$ cat src/rtl/Uop.sv
// Uop: shared micro-op types for the register file and its clients.
package Uop;
  localparam int XLEN = 32;
  localparam int REG_W = 5;
  localparam int SB_CNT_W = 2;
  typedef logic [REG_W-1:0] reg_t;
  typedef logic [XLEN-1:0] val_t;
  typedef logic [SB_CNT_W-1:0] sb_cnt_t;
  localparam reg_t REG_ZERO = '0;
endpackage

$ cat src/rtl/regfile_write_if.sv
// regfile_write_if: write-back commit port into the register file.
interface regfile_write_if;
  import Uop::*;
  logic en;
  reg_t addr;
  val_t val;
  modport Server (input en, addr, val);
  modport Client (output en, addr, val);
endinterface

$ cat src/rtl/regfile_scoreboard.sv
// regfile_scoreboard: per-register pending-write counters for RAW hazard detection.
module regfile_scoreboard
  import Uop::*;
#(
  parameter int NUM_REGS = 32,
  parameter int NUM_READ = 2,
  parameter int CNT_W = SB_CNT_W
) (
  input  logic clk,
  input  logic rst_n,
  input  logic issue_en,
  input  reg_t issue_rd,
  input  logic wr_en,
  input  reg_t wr_addr,
  input  logic flush,
  input  reg_t [NUM_READ-1:0] rd_addr,
  output logic issue_ready,
  output logic [NUM_READ-1:0] busy_nxt
);
  logic [CNT_W-1:0] cnt [NUM_REGS];
  logic [CNT_W-1:0] cnt_nxt [NUM_REGS];
  // a same-cycle decrement is deliberately not credited toward readiness
  assign issue_ready = issue_rd == REG_ZERO || cnt[issue_rd] != '1;
  always_comb begin
    for (int r = 0; r < NUM_REGS; r++)
      cnt_nxt[r] = (flush || r == 0) ? '0 :
        cnt[r] + CNT_W'(issue_en && issue_ready && issue_rd == reg_t'(r))
               - CNT_W'(wr_en && wr_addr == reg_t'(r) && cnt[r] != '0);
    for (int i = 0; i < NUM_READ; i++)
      busy_nxt[i] = cnt_nxt[rd_addr[i]] != '0;
  end
  always_ff @(posedge clk or negedge rst_n)
    if (!rst_n)
      for (int r = 0; r < NUM_REGS; r++) cnt[r] <= '0;
    else
      cnt <= cnt_nxt;
endmodule

$ cat src/rtl/register_file.sv
// register_file: architectural registers with synchronous read ports,
// write-first forwarding and a pending-write scoreboard.
module register_file
  import Uop::*;
#(
  parameter int NUM_REGS = 32,
  parameter int NUM_READ = 2,
  parameter int CNT_W = SB_CNT_W
) (
  input  logic clk,
  input  logic rst_n,
  regfile_write_if.Server write0,
  input  logic [NUM_READ-1:0] rdEn,
  input  reg_t [NUM_READ-1:0] rdAddr,
  output val_t [NUM_READ-1:0] rdVal,
  output logic [NUM_READ-1:0] rdBusy,
  input  logic issueEn,
  input  reg_t issueRd,
  output logic issueReady,
  input  logic flush
);
  val_t mem [NUM_REGS];
  logic [NUM_READ-1:0] busy_nxt;
  logic we;
  assign we = write0.en && write0.addr != REG_ZERO;
  regfile_scoreboard #(.NUM_REGS(NUM_REGS), .NUM_READ(NUM_READ), .CNT_W(CNT_W)) u_sb (
    .clk(clk),
    .rst_n(rst_n),
    .issue_en(issueEn),
    .issue_rd(issueRd),
    .wr_en(write0.en),
    .wr_addr(write0.addr),
    .flush(flush),
    .rd_addr(rdAddr),
    .issue_ready(issueReady),
    .busy_nxt(busy_nxt)
  );
  always_ff @(posedge clk or negedge rst_n)
    if (!rst_n) begin
      for (int r = 0; r < NUM_REGS; r++) mem[r] <= '0;
      rdVal <= '0;
      rdBusy <= '0;
    end else begin
      if (we) mem[write0.addr] <= write0.val;
      for (int i = 0; i < NUM_READ; i++)
        if (rdEn[i]) begin
          rdVal[i] <= rdAddr[i] == REG_ZERO ? '0 :
                      (we && write0.addr == rdAddr[i]) ? write0.val : mem[rdAddr[i]];
          rdBusy[i] <= busy_nxt[i];
        end
    end
endmodule

$ cat src/flat_wrapper.sv
// flat-port wrapper written by rule: the top's interface ports become plain ports
module register_file_flat import Uop::*;
#(
  parameter int NUM_REGS = 32,
  parameter int NUM_READ = 2,
  parameter int CNT_W = SB_CNT_W
)
  (clk, rst_n, rdEn, rdAddr, rdVal, rdBusy, issueEn, issueRd, issueReady, flush, write0_en, write0_addr, write0_val);
  regfile_write_if write0_i ();
  input  logic clk;
  input  logic rst_n;
  input  logic [NUM_READ-1:0] rdEn;
  input  reg_t [NUM_READ-1:0] rdAddr;
  output val_t [NUM_READ-1:0] rdVal;
  output logic [NUM_READ-1:0] rdBusy;
  input  logic issueEn;
  input  reg_t issueRd;
  output logic issueReady;
  input  logic flush;
  input wire logic [$bits(write0_i.en)-1:0] write0_en;
  input wire logic [$bits(write0_i.addr)-1:0] write0_addr;
  input wire logic [$bits(write0_i.val)-1:0] write0_val;
  assign write0_i.en = write0_en;
  assign write0_i.addr = write0_addr;
  assign write0_i.val = write0_val;
  register_file #(.NUM_REGS(NUM_REGS), .NUM_READ(NUM_READ), .CNT_W(CNT_W)) u_core (.clk(clk), .rst_n(rst_n), .write0(write0_i), .rdEn(rdEn), .rdAddr(rdAddr), .rdVal(rdVal), .rdBusy(rdBusy), .issueEn(issueEn), .issueRd(issueRd), .issueReady(issueReady), .flush(flush));
endmodule
$ cat config.mk
export PLATFORM = sky130hd
export DESIGN_NAME = register_file_flat
export DESIGN_NICKNAME = d
export VERILOG_FILES = /design/src/rtl/Uop.sv /design/src/rtl/regfile_write_if.sv /design/src/rtl/regfile_scoreboard.sv /design/src/rtl/register_file.sv /design/src/flat_wrapper.sv
export SDC_FILE = /design/constraint.sdc
export NUM_CORES = 2
export LEC_CHECK = 0
export BUFFER_PORTS_ARGS = -buffer_cell sky130_fd_sc_hd__buf_2
export CORE_ASPECT_RATIO = 0.9
export CORE_MARGIN = 2
export CORE_UTILIZATION = 60
export CTS_CLUSTER_SIZE = 25
export DETAILED_ROUTE_END_ITERATION = 16
export PLACE_DENSITY = 0.77
export SYNTH_ARGS = -nofsm -noshare
export SYNTH_HDL_FRONTEND = slang
export SYNTH_SLANG_ARGS = --single-unit
export TNS_END_PERCENT = 100
$ cat constraint.sdc
create_clock -name clk -period 6.2 [get_ports clk]
set_input_delay 0.62 -clock clk [delete_from_list [all_inputs] [get_ports clk]]
set_output_delay 0.62 -clock clk [all_outputs]
set_load 0.005 [all_outputs]
==> summary.md <==
- **post-layout net count** 4099
- **Final ANT Viol Nets** 0
- **sequential cell area in the final layout** 0.0288 mm²
- **floorplan row count** 112
- **share of final-layout standard cells stronger than drive strength 1** 0.497
- **routed length per instance** 32.2 µm
- **distinct cell type count of the synthesized netlist** 70
- **number of synthesized register bits** 1152
- **Critical path destination** u_core.rdBusy[0]$_DFFE_PN0P_
- **HP Class** input port to register
- **router iterations before antenna repair** 6
- **maxcap violations** 0
- **EDFF count, synth** 0
- **number of levels in the clock H-tree** 3
- **Crit path required time** 6830 ps
- **sum of net half-perimeters after detailed placement** 93600 µm
- **initial standard-cell utilization of the core** 0.603
- **net switching component of the power** 5.70 mW
- **Static Leak** 29.8 nW
- **Placeable Area** 0.103 mm²
- **aggregate global routing overflow** 0
- **met1 track demand over resource in global routing** 0.490
- **wire length of the first global-routing pass** 264000 µm
- **growth of design area from synthesis to finish** 8.86%
- **clock latency at the later pin of the worst-skew pair** 720 ps
- **minimum clock period** 4000 ps
- **Root Buffer** clkbuf_16
- **Fmax** 0.250 GHz
- **routability congestion estimate from global placement** 0.906
- **footprint of the multi-input gates** 0.0315 mm²
- **part of the cycle the worst path needs** 0.644
- **critical path buffer and inverter count** 2
- **slew at the pin with the worst max-slew slack** 1150 ps
- **die boundary height** 310 µm
- **Placed Instance Area** 0.0636 mm²
- **leading register cell type out of synthesis** dfrtp_1
- **Setup TNS** 0 ps
- **filler cell count in the final layout** 7182
- **sequential share of the synthesized area** 0.463
- **number of cells on the critical path** 15
- **startpoint-to-endpoint class of the critical path** input port to register
- **Synth async-reset ratio** 1.00
- **slowest CP cell** mux4_2
- **filler-free cell count of the finished design** 5445
- **global-route track usage on met3** 0.0849
- **CP Launch Point** issueRd[1]
- **endpoint kind of the worst setup timing path** register
- **setup repair after global routing missed its margin** false
- **status** completed
- **CP Data Arrival Time** 4620 ps
- **Iteration-0 DRC Markers** 4666
- **# Post-CTS Setup Buffers** 0
- **aggregate routed wire length** 175000 µm
- **DR vias** 39000
- **r2r worst-path depth** 15
- **switching share of power** 0.265
- **width of the chip** 343 µm
- **number of setup violations in the final report** 0
- **Avg Cell Area, Syn** 15.2 µm²
- **pin count of the biggest net entering global routing** 178
- **combinational power share** 0.192
- **worst setup slack for register-to-register paths** 2200 ps
- **number of hold-slack violations in the final timing report** 0
- **Peak supply drop** 0.257 mV
- **count of warnings emitted by yosys** 0
- **worst-case headroom to the max-slew limit** 0.236
- **Post-route DRC** 0
- **aggregate global-route resource usage** 0.337
- **power density of the placed cells** 318 mW/mm²
- **maximum clock path buffer count** 3
- **list of cells traversed by the critical path** buf_2, o21ai_0, mux4_2, mux2_2, nor3_2, nand3_1, ha_1, inv_1, ha_1, xnor3_1, mux2_2, a211oi_1, or4_1, o221ai_1, a211oi_1
- **clock buffer count from CTS** 118
- **cell internal pwr** 15.8 mW
- **crit-path leading delay family** multiplexers
- **global-route layer with the greatest usage** met2
- **clock network fraction of total power** 0.349
- **end of the worst register-to-register path** u_core.rdBusy[0]$_DFFE_PN0P_
- **CTS clock-pin slew for the worst setup and hold paths** 60 ps
- **total I/O pin count** 126
- **full die area** 0.106 mm²
- **maximum single-stage delay on the critical path** 530 ps
- **met2 layer usage reported by global route** 0.506
- **cell count after synthesis** 4096
- **IO buf count** 125
- **initial antenna violation count** 4
- **CTS tree** built
- **Post-Syn Nets** 4217
- **number of sinks handled by clock tree synthesis** 1152
- **synthesized area** 0.0622 mm²
- **instance count after placement with tap cells included** 5225
- **crit path max fanout** 36
- **Layout Utilization** 0.656
- **fraction of power consumed by sequential logic** 0.459
- **launch point of the worst reg-to-reg path** u_core.u_sb.cnt[45]$_DFF_PN0_
- **Max Slew Vio Count** 0
- **post-route clock skew** 17.3 ps
- **number of global-route vias before repair** 39900
- **post-route cell area** 0.0677 mm²
- **number of vias per cell** 7.17
- **CP Launch Type** input port
[cells by family after synthesis]
logic type | Yosys count | synth area share
multiplexers | 1758 | 0.419
XOR/XNOR | 48 | 0.0121
adder cells (fa/ha/maj) | 62 | 0.0125
flip-flops | 1152 | 0.463
AO/OA/AOI/OAI | 274 | 0.0338
buffers and inverters | 481 | 0.0348
AND/OR/NAND/NOR | 321 | 0.0249
[Yosys cell counts, types with 32 or more instances]
| library cell | n | area, µm² |
|---|---|---|
| a221o_1 | 64 | 641 |
| nor2b_1 | 43 | 269 |
| nand2_1 | 73 | 274 |
| buf_2 | 112 | 561 |
| ha_1 | 62 | 776 |
| dfrtp_1 | 1152 | 28800 |
| nor2_1 | 108 | 405 |
| clkbuf_1 | 229 | 860 |
| buf_1 | 56 | 210 |
| mux4_2 | 577 | 13000 |
| buf_4 | 32 | 240 |
| mux2_2 | 995 | 11200 |
| inv_1 | 36 | 135 |
| mux2i_1 | 186 | 1860 |
[power by group through the flow]
stage / Sequential, mW / Combinational [mW] / Clock (mW)
after global routing: 10.0 / 4.42 / 7.90
after CTS: 9.84 / 4.15 / 7.59
after detailed placement: 9.96 / 4.13 / 0
after floorplan: 9.62 / 3.21 / 0
final: 9.88 / 4.14 / 7.50
after global placement: 9.86 / 4.01 / 0
[sequential cells by signal (all words and copies together) (netlist names)]
name / cells
u_core.rdBusy: 2
u_core.mem: 1024
u_core.u_sb.cnt: 62
u_core.rdVal: 64
[cell usage in the layout (no fill, tap or decap), types with 32 or more instances in the layout]
| master | instances |
|---|---|
| dfrtp_1 | 1152 |
| mux2_2 | 995 |
| mux4_2 | 577 |
| mux2i_1 | 186 |
| clkbuf_16 | 119 |
| buf_2 | 117 |
| nor2_1 | 90 |
| buf_4 | 65 |
| a221o_1 | 64 |
| ha_1 | 62 |
| nand2_1 | 57 |
| nor2b_1 | 40 |
| inv_1 | 35 |
| clkbuf_8 | 32 |
[metal layers]
metal / up-vias / wire [µm]
li1: 15600 / -
met4: 2 / 5430
met5: - / 12
met3: 371 / 17900
met1: 21000 / 70900
met2: 2085 / 81300
[worst min-delay path by stage]
stage                                            start                           end  slack (ps)  cells past startpoint
after CTS                                      rdEn[1]  u_core.rdBusy[1]$_DFFE_PN0P_         230                      3
final                                          rdEn[1]  u_core.rdBusy[1]$_DFFE_PN0P_         270                      3
after global routing                           rdEn[1]  u_core.rdBusy[1]$_DFFE_PN0P_         270                      3
after floorplan                                  rst_n     u_core.mem[0]$_DFFE_PN0P_         320                      0
after detailed placement  u_core.mem[1008]$_DFFE_PN0P_  u_core.mem[1008]$_DFFE_PN0P_         380                      0
after global placement    u_core.mem[1022]$_DFFE_PN0P_  u_core.mem[1022]$_DFFE_PN0P_         380                      0
[per-stage QoR]
step                      power [mW]  hold slack, ps  worst slack [ps]
after floorplan                 12.8             324              2240
after global placement          13.9             376              1820
after detailed placement        14.1             383              1590
after CTS                       21.6             234              2310
after global routing            22.4             270              2060
final                           21.5             265              2200
[area by class of cell]
| cell class | instances | share of cell area |
|---|---|---|
| multi-input combinational | 2463 | 0.465 |
| sequential | 1152 | 0.426 |
| clock buffer | 172 | 0.0515 |
| tap | 1368 | 0.0253 |
| timing repair buffer | 204 | 0.0215 |
| clock inverter | 45 | 0.00907 |
| inverter | 39 | 0.00220 |
| antenna | 2 | 0.0000739 |
[worst register-to-register path: cells and delay by family, from the launching register on]
family,cells,cell delay [ps]
mux,3,1140
simple gates,4,850
fa+ha+maj,2,460
buf+inv,1,60
flops,1,410
compound gates,4,720
xor+xnor,1,260
[timing repair]
action,CTS,global route
hold endpoints to repair,69,0
hold buffers,1,0
resized for setup,0,0
setup endpoints to repair,0,0
(Power assumes the default switching activity.)
